[src/rtl/traffic_request_conditioner.sv]
// Synchronizes, debounces and latches four vehicle-sensor lines into held requests.
// A request clears when the controller serves its approach. Each waiting request gets an urgency flag.
module traffic_request_conditioner #(
  parameter logic [15:0] DB_CYCLES  = 16'd50_000,
  parameter logic [23:0] WAIT_LIMIT = 24'd10_000_000
) (
  input  logic       clk,
  input  logic       reset,
  input  logic [3:0] sensor_raw,
  input  logic       serve_valid,
  input  logic [1:0] serve_dir,
  output logic [3:0] req_status,
  output logic [3:0] urgent,
  output logic [3:0] sensor_db,
  output logic [2:0] pending_count
);

  localparam logic [15:0] DB_LAST = DB_CYCLES - 16'd1;

  logic [3:0] r_s1;
  logic [3:0] r_s2;
  logic [3:0] w_db;
  logic [3:0] w_req;
  logic [3:0] w_urgent;

  always_ff @(posedge clk or posedge reset) begin
    if (reset) begin
      r_s1 <= 4'b0000;
      r_s2 <= 4'b0000;
    end else begin
      r_s1 <= sensor_raw;
      r_s2 <= r_s1;
    end
  end

  for (genvar g = 0; g < 4; g++) begin : g_lane
    localparam logic [1:0] LANE = 2'(g);

    logic        r_db;
    logic [15:0] r_db_cnt;
    logic        r_req;
    logic [23:0] r_wait_cnt;
    logic        w_db_fire;
    logic        w_set;
    logic        w_clr;

    assign w_db_fire = (r_s2[g] != r_db) && (r_db_cnt == DB_LAST);
    // A debounced rise always re-arms the lane, even when it lands on a serve.
    assign w_set     = w_db_fire && r_s2[g];
    assign w_clr     = serve_valid && (serve_dir == LANE);

    always_ff @(posedge clk or posedge reset) begin
      if (reset) begin
        r_db     <= 1'b0;
        r_db_cnt <= 16'd0;
      end else if (r_s2[g] == r_db) begin
        r_db_cnt <= 16'd0;
      end else if (w_db_fire) begin
        r_db     <= r_s2[g];
        r_db_cnt <= 16'd0;
      end else begin
        r_db_cnt <= r_db_cnt + 16'd1;
      end
    end

    always_ff @(posedge clk or posedge reset) begin
      if (reset) begin
        r_req <= 1'b0;
      end else if (w_set) begin
        r_req <= 1'b1;
      end else if (w_clr) begin
        r_req <= 1'b0;
      end
    end

    always_ff @(posedge clk or posedge reset) begin
      if (reset) begin
        r_wait_cnt <= 24'd0;
      end else if (w_set || w_clr) begin
        r_wait_cnt <= 24'd0;
      end else if (r_req && (r_wait_cnt != WAIT_LIMIT)) begin
        r_wait_cnt <= r_wait_cnt + 24'd1;
      end
    end

    assign w_db[g]     = r_db;
    assign w_req[g]    = r_req;
    assign w_urgent[g] = r_req && (r_wait_cnt == WAIT_LIMIT);
  end

  assign sensor_db     = w_db;
  assign req_status    = w_req;
  assign urgent        = w_urgent;
  assign pending_count = {2'b00, w_req[0]} + {2'b00, w_req[1]}
                       + {2'b00, w_req[2]} + {2'b00, w_req[3]};

endmodule

[config.mk]
export PLATFORM = sky130hd
export DESIGN_NAME = traffic_request_conditioner
export DESIGN_NICKNAME = d
export VERILOG_FILES = /design/src/rtl/traffic_request_conditioner.sv
export SDC_FILE = /design/constraint.sdc
export NUM_CORES = 1
export LEC_CHECK = 0
export CAP_MARGIN = 20
export CORE_MARGIN = 3
export CORE_UTILIZATION = 50
export DETAILED_ROUTE_END_ITERATION = 6
export PLACE_DENSITY = 0.79
export SLEW_MARGIN = 0
export SYNTH_ARGS = -nofsm -noshare
export SYNTH_HDL_FRONTEND = slang
export SYNTH_SLANG_ARGS = --single-unit
export TNS_END_PERCENT = 5
[constraint.sdc]
create_clock -name clk -period 7.1 [get_ports clk]
set_input_delay 2.13 -clock clk [delete_from_list [all_inputs] [get_ports clk]]
set_output_delay 2.13 -clock clk [all_outputs]
set_load 0.05 [all_outputs]
==> results of run 1 <==
-- cell families after synthesis --
logic type / Yosys count / synth area share (%)
muxes: 9 / 1.104
buffers and inverters: 50 / 2.637
adders and majority gates: 15 / 2.236
xor gates and xnor gates: 149 / 14.95
DFF: 176 / 50.46
and+or+nand+nor: 465 / 27.68
AOI/OAI and AO/OA: 13 / 0.9318
-- synthesized netlist by cell type (all sizes together) --
library cell / count
a21oi: 1
nor2: 182
clkinv: 1
or3b: 4
nor3b: 1
fa: 1
nand4: 53
or4b: 1
inv: 22
nor4b: 10
dfrtp: 176
nand4b: 1
and3: 29
buf: 17
o211ai: 5
nor4: 13
or4: 2
nor3: 19
or3: 2
and2: 6
and4: 13
and4bb: 2
o21ai: 7
nand2: 56
and3b: 2
xnor2: 56
clkbuf: 10
nor4bb: 10
ha: 14
nand3b: 2
xor2: 93
mux2i: 4
nand3: 54
or2: 3
mux2: 5
-- routing by layer --
| metal | track usage [%] | wire [um] | vias up |
|---|---|---|---|
| met5 | 0 | 0 | - |
| met3 | 4.247 | 570 | 20 |
| met1 | 24.04 | 7547 | 2972 |
| met2 | 27.21 | 7410 | 94 |
| li1 | - | - | 3032 |
| met4 | 5.200 | 193 | 0 |
-- registers in the layout, summed over array words and instances (netlist names) --
| name | flops |
|---|---|
| g_lane.r_db | 4 |
| g_lane.r_db_cnt | 64 |
| g_lane.r_req | 4 |
| g_lane.r_wait_cnt | 96 |
| r_s1 | 4 |
| r_s2 | 4 |
-- worst register-to-register path: stages, from the launching register on --
cell	delay (ns)
dfrtp_1	0.37
ha_1	0.19
and3_1	0.29
nand4_1	0.24
or3b_1	0.51
nand2_1	0.58
nor2_1	0.14
-- power groups by stage --
stage / Sequential (uW) / Combinational [uW] / Clock (uW)
after floorplan: 1040 / 44.4 / 0
after global placement: 1040 / 60.6 / 0
after detailed placement: 1040 / 62.6 / 0
after CTS: 1020 / 63.2 / 909
after global routing: 1030 / 71.0 / 957
final: 1020 / 60.3 / 887
-- final cells by class --
type	count	area (sq um)	area share, %
clock buffers	21	460.4	4.758
inverters	23	91.34	0.9439
repair buffers	25	245.2	2.534
flip-flops and latches	176	4404	45.51
clock inverters	11	106.4	1.099
multi-input cells	651	4094	42.31
well taps	220	275.3	2.845
-- layout by cell type, fill, tap and decap left out, types with 3 or more instances in the layout --
| master | count |
|---|---|
| and2_1 | 6 |
| and3_1 | 27 |
| and4_1 | 12 |
| clkbuf_16 | 17 |
| clkdlybuf4s50_1 | 23 |
| clkinv_4 | 3 |
| clkinvlp_4 | 3 |
| dfrtp_1 | 176 |
| ha_1 | 14 |
| inv_1 | 21 |
| inv_6 | 3 |
| mux2_2 | 5 |
| mux2i_1 | 4 |
| nand2_1 | 56 |
| nand3_1 | 54 |
| nand4_1 | 51 |
| nor2_1 | 180 |
| nor3_1 | 18 |
| nor4_1 | 9 |
| nor4_2 | 4 |
| nor4b_1 | 10 |
| nor4bb_1 | 10 |
| o211ai_1 | 5 |
| o21ai_1 | 4 |
| or3b_1 | 3 |
| xnor2_1 | 56 |
| xor2_1 | 93 |
-- stage by stage --
stage	std cells	hold WS, ns	setup WS [ns]
2_1_floorplan	877	0.3312	0.1964
3_3_place_gp	1095	0.3343	2.500
3_5_place_dp	1095	0.3355	2.480
4_1_cts	1127	0.3496	1.996
5_1_grt	1127	0.3574	1.889
6_report	1127	0.3493	2.021
-- worst max path at each step --
stage                     slack (ns)                    endpoint  cells after the start
after CTS                       2.00            pending_count[1]                      6
after global routing            1.89            pending_count[1]                      6
after global placement          2.50            pending_count[1]                      6
final                           2.02            pending_count[1]                      6
after floorplan                 0.20  g_lane[0].r_db$_DFFE_PP0P_                      1
after detailed placement        2.48            pending_count[1]                      6
==> metrics.md, run 1 <==
| Metric | Value |
|---|---|
| Layout Cell Area excl Fill | 9677 sq um |
| Power share of the clock group | 45.0% |
| Sequential area share after synthesis | 50.46% |
| Synth Instances | 877 |
| Via density | 5.429 |
| RePlAce Congestion | 0.8597 |
| Library cells used by synthesis | 47 |
| P_sw | 437.0 uW |
| Share of the synthesized area in the top cell type | 50.46% |
| Routed wire length | 15.72 mm |
| Worst setup path start | g_lane[0].r_req$_DFFE_PP0P_ |
| CP top delay family | buffers and inverters |
| Post-synth top area cell | dfrtp_1 |
| DRT Pass-1 Iters | 5 |
| First-pass GRT wire length | 28.14 mm |
| Net count, final | 918 |
| Antenna viol nets, final | 0 |
| Gates resized, CTS repair | 0 |
| Core region area | 16820 sq um |
| Hpwl dp | 10.50 mm |
| Syn nets | 901 |
| # fillers | 1429 |
| Global route overflow | 0 |
| Setup TNS | 0 ns |
| Max-cap check violation count | 0 |
| Slowest-stage cell, CP | clkdlybuf4s50_1 |
| Hold Path Class | flop to flop |
| Period utilization | 71.53% |
| Vias in the first global route | 6045 |
| Arrival time worst endpoint | 2.95 ns |
| Placement Cell Area | 9110 sq um |
| Peak VDD IR | 160.1 uV |
| Comb power frac | 3.1% |
| Worst setup SP type | flop |
| RR Endpoint | g_lane[1].r_wait_cnt[4]$_DFFE_PP0P_ |
| Final setup viols | 0 |
| Element type at the critical path end | primary output |
| Slew margin rel. | 39.71% |
| Seq cells post-synth | 176 |
| Synth Area per Inst | 9.953 sq um |
| GRT Overall Usage | 17.31% |
| Largest net degree at the start of global routing | 95 |
| Rows | 47 |
| Antenna diodes | 0 |
| Slew Viols, Final | 0 |
| IO Port Bufs | 23 |
| Num CTS Buffers | 17 |
| Die W | 138.1 um |
| Max Clk Rate | 196.9 MHz |
| Post-CTS setup buffers | 0 |
| Leakage | 0.004320 uW |
| Proportion of layout cells with a drive suffix above 1 | 6.284% |
| Hold Path End | r_s2[2]$_DFF_PP0_ |
| Critical path peak fanout | 9 |
| Overall die height | 138.1 um |
| Bufs and invs on worst path | 3 |
| Sw frac | 22.16% |
| Area Growth Syn to Fin | 10.87% |
| Clk_skew | 0.01082 ns |
| Clock net sink count | 176 |
| Ports | 24 |
| DR WL/cell | 13.95 um |
| CTS hold repair buffers | 0 |
| CP Class | flop to primary output |
| Worst-margin pin slew | 0.8974 ns |
| R2r setup slk | 4.63 ns |
| Synth warnings | 0 |
| Post-layout min period | 5.079 ns |
| Status | completed |
| Hold Fails Final Rpt | 0 |
| Clock Latency Late Sink | 0.43 ns |
| Max clock buf depth | 2 |
| CP cell instances | inv_1 > fa_1 > inv_1 > ha_1 > ha_1 > clkdlybuf4s50_1 |
| Area contributors post-synth | dfrtp_1 50%, xor2_1 9.3%, nor2_1 7.7% |
| Int Pwr | 1535 uW |
| Worst Reg-to-Reg Cells | 6 |
| Clock-pin transition on the worst setup and hold timing paths | 0.06 ns |
| Design Power | 1972 uW |
| Initial core utilization | 51.90% |
| Worst path required time | 4.97 ns |
| Worst hold stages | 0 |
| Pwr dens | 203.8 nW/um^2 |
| Flop pwr share | 51.9% |
| Clock Tree Root | clkbuf_16 |
| Slowest stage delay, CP | 0.79 ns |
| Die area | 19080 sq um |
| Initial antenna violation count | 0 |
| CTS tree | yes |
| Htree depth | 4 |
| Initial DRC count | 304 |
| # DRC | 0 |
| Final core occ | 57.54% |
| RR Startpoint | g_lane[1].r_db_cnt[0]$_DFF_PP0_ |
| Min-Delay Startpoint | r_s1[2]$_DFF_PP0_ |
| Cell Area, Synth | 8728 sq um |
| RSZ-0062 raised after global routing | false |
| Routed via count | 6118 |
(Power assumes the default switching activity.)
==> inputs of run 2 (changes only) <==
Settings changed: PLACE_DENSITY 0.79 to 0.77.
Clock period 7.1 ns to 4.7 ns, I/O delays scaled along.
==> metrics.md, run 2 (synthesized netlist as in run 1, its figures left out) <==
| Metric | Value |
|---|---|
| Proportion of layout cells with a drive suffix above 1 | 6.084% |
| Antenna diodes | 0 |
| First-pass GRT wire length | 27.34 mm |
| Max-cap check violation count | 0 |
| Clock Latency Late Sink | 0.43 ns |
| Commonest non-fill, non-tap cell in the layout | nor2_1 |
| R2r setup slk | 2.27 ns |
| Worst setup path start | g_lane[0].r_req$_DFFE_PP0P_ |
| # fillers | 1416 |
| Most frequent cells in the layout | 180 x nor2_1, 176 x dfrtp_1, 93 x xor2_1 |
| Slowest stage delay, CP | 0.79 ns |
| Slew margin rel. | 38.85% |
| CTS tree | yes |
| RR Startpoint | g_lane[1].r_db_cnt[0]$_DFF_PP0_ |
| Slew Viols, Final | 0 |
| Pwr dens | 313.9 nW/um^2 |
| Setup TNS | 0 ns |
| Pre-CTS setup slack | 0.7969 ns |
| Peak VDD IR | 279.1 uV |
| Max Clk Rate | 229.4 MHz |
| IO Port Bufs | 23 |
| Worst-margin pin slew | 0.9089 ns |
| Clk_skew | 0.01193 ns |
| RR Endpoint | g_lane[1].r_wait_cnt[20]$_DFFE_PP0P_ |
| Inst Count DP | 1095 |
| Sequential Area | 4404 sq um |
| Status | completed |
| Multi-input gate area | 4094 sq um |
| Core region area | 16820 sq um |
| DRT Pass-1 Iters | 4 |
| Post-layout min period | 4.360 ns |
| Routed via count | 6100 |
| CTS hold repair buffers | 0 |
| Die W | 138.1 um |
| Biggest regs | g_lane.r_wait_cnt x96, g_lane.r_db_cnt x64 |
| Via density | 5.427 |
| Die area | 19080 sq um |
| Leakage | 0.004340 uW |
| CP cell instances | inv_1 > fa_1 > inv_1 > ha_1 > ha_1 > clkdlybuf4s50_1 |
| Max clock buf depth | 2 |
| Gates resized, CTS repair | 0 |
| GRT Overall Usage | 16.85% |
| Net count, final | 918 |
| Routed wire length | 15.82 mm |
| Ports | 24 |
| Num CTS Buffers | 17 |
| Hpwl dp | 10.57 mm |
| Clock net sink count | 176 |
| Final setup viols | 0 |
| Htree depth | 4 |
| Element type at the critical path end | primary output |
| Rows | 47 |
| DR WL/cell | 14.07 um |
| Worst path required time | 3.29 ns |
| Worst setup SP type | flop |
| Hold Path Class | flop to flop |
| Global route overflow | 0 |
| Overall die height | 138.1 um |
| Area Growth Syn to Fin | 11.31% |
| Initial DRC count | 400 |
| Final instance count without filler cells | 1124 |
| Antenna viol nets, final | 0 |
| Post-CTS setup buffers | 0 |
| RSZ-0062 raised after global routing | false |
| Vias in the first global route | 5815 |
| Clock-pin transition on the worst setup and hold timing paths | 0.06 ns |
| Arrival time worst endpoint | 2.95 ns |
| Initial antenna violation count | 0 |
| Largest net degree at the start of global routing | 80 |
| Slowest-stage cell, CP | clkdlybuf4s50_1 |
| Max reg flops | 96 |
| Hold Fails Final Rpt | 0 |
| Critical path peak fanout | 9 |
| Initial core utilization | 51.90% |
| # DRC | 0 |
| WHS | 0.3473 ns |
| Top reg by flops | g_lane.r_wait_cnt |
| Worst setup endpoint | pending_count[1] |
| RePlAce Congestion | 0.8675 |
| Clock Tree Root | clkbuf_16 |
| Period utilization | 92.76% |
| CP Class | flop to primary output |
| Worst Reg-to-Reg Cells | 6 |
| Worst setup margin | 0.3403 ns |
[run 2: changes by cell type in the layout (fill, tap and decap cells not counted)]
| cell | delta |
|---|---|
| buf_12 | +2 |
| buf_4 | -2 |
| bufinv_16 | +2 |
| clkbuf_1 | -1 |
| clkbuf_8 | -1 |
| clkinv_2 | +1 |
| clkinv_4 | -1 |
| clkinvlp_4 | -1 |
| inv_6 | -2 |
[run 2: through the flow]
step           total power [uW]  utilization, %  instance area, sq um
6_report                   3050           57.77                  9716
5_1_grt                    3160           57.77                  9716
4_1_cts                    3081           57.77                  9716
3_5_place_dp               1672           54.31                  9134
3_3_place_gp               1669           54.31                  9134
2_1_floorplan              1639               -                  8732
[run 2: power by group]
group          total, uW  switching (uW)  leakage, uW  internal, uW
clock network       1410             566     0.000285           841
logic               94.1            65.7      0.00162          28.4
registers           1550            15.8      0.00243          1530
[run 2: worst min path at each step]
| stage | start | end | slack [ns] | depth (start not counted) |
|---|---|---|---|---|
| 3_3_place_gp | r_s1[2]$_DFF_PP0_ | r_s2[2]$_DFF_PP0_ | 0.33 | 0 |
| 6_report | r_s1[2]$_DFF_PP0_ | r_s2[2]$_DFF_PP0_ | 0.35 | 0 |
| 4_1_cts | r_s1[2]$_DFF_PP0_ | r_s2[2]$_DFF_PP0_ | 0.35 | 0 |
| 2_1_floorplan | r_s1[0]$_DFF_PP0_ | r_s2[0]$_DFF_PP0_ | 0.33 | 0 |
| 5_1_grt | r_s1[2]$_DFF_PP0_ | r_s2[2]$_DFF_PP0_ | 0.35 | 0 |
| 3_5_place_dp | r_s1[2]$_DFF_PP0_ | r_s2[2]$_DFF_PP0_ | 0.33 | 0 |
[run 2: final cells by class]
class                           count  share of cell area, %
Clock inverter                     10                  1.429
Inverter                           23                 0.9272
Multi-Input combinational cell    651                  42.14
Sequential cell                   176                  45.33
Clock buffer                       19                  4.559
Timing Repair Buffer               25                  2.782
Tap cell                          220                  2.833
[run 2: worst max-delay path, delay by kind of cell, from the launching register on]
| family | cells | cell delay, ns |
|---|---|---|
| adder cells (fa/ha/maj) | 3 | 1.00 |
| buffers and inverters | 3 | 1.01 |
| flip-flops | 1 | 0.51 |
[run 2: routing by layer]
metal,vias to the layer above,global-route usage (%),routed length (um)
li1,3015,-,-
met1,2997,23.73,7712
met2,77,26.00,7489
met3,11,4.316,498
met4,0,4.992,120
met5,-,0,0
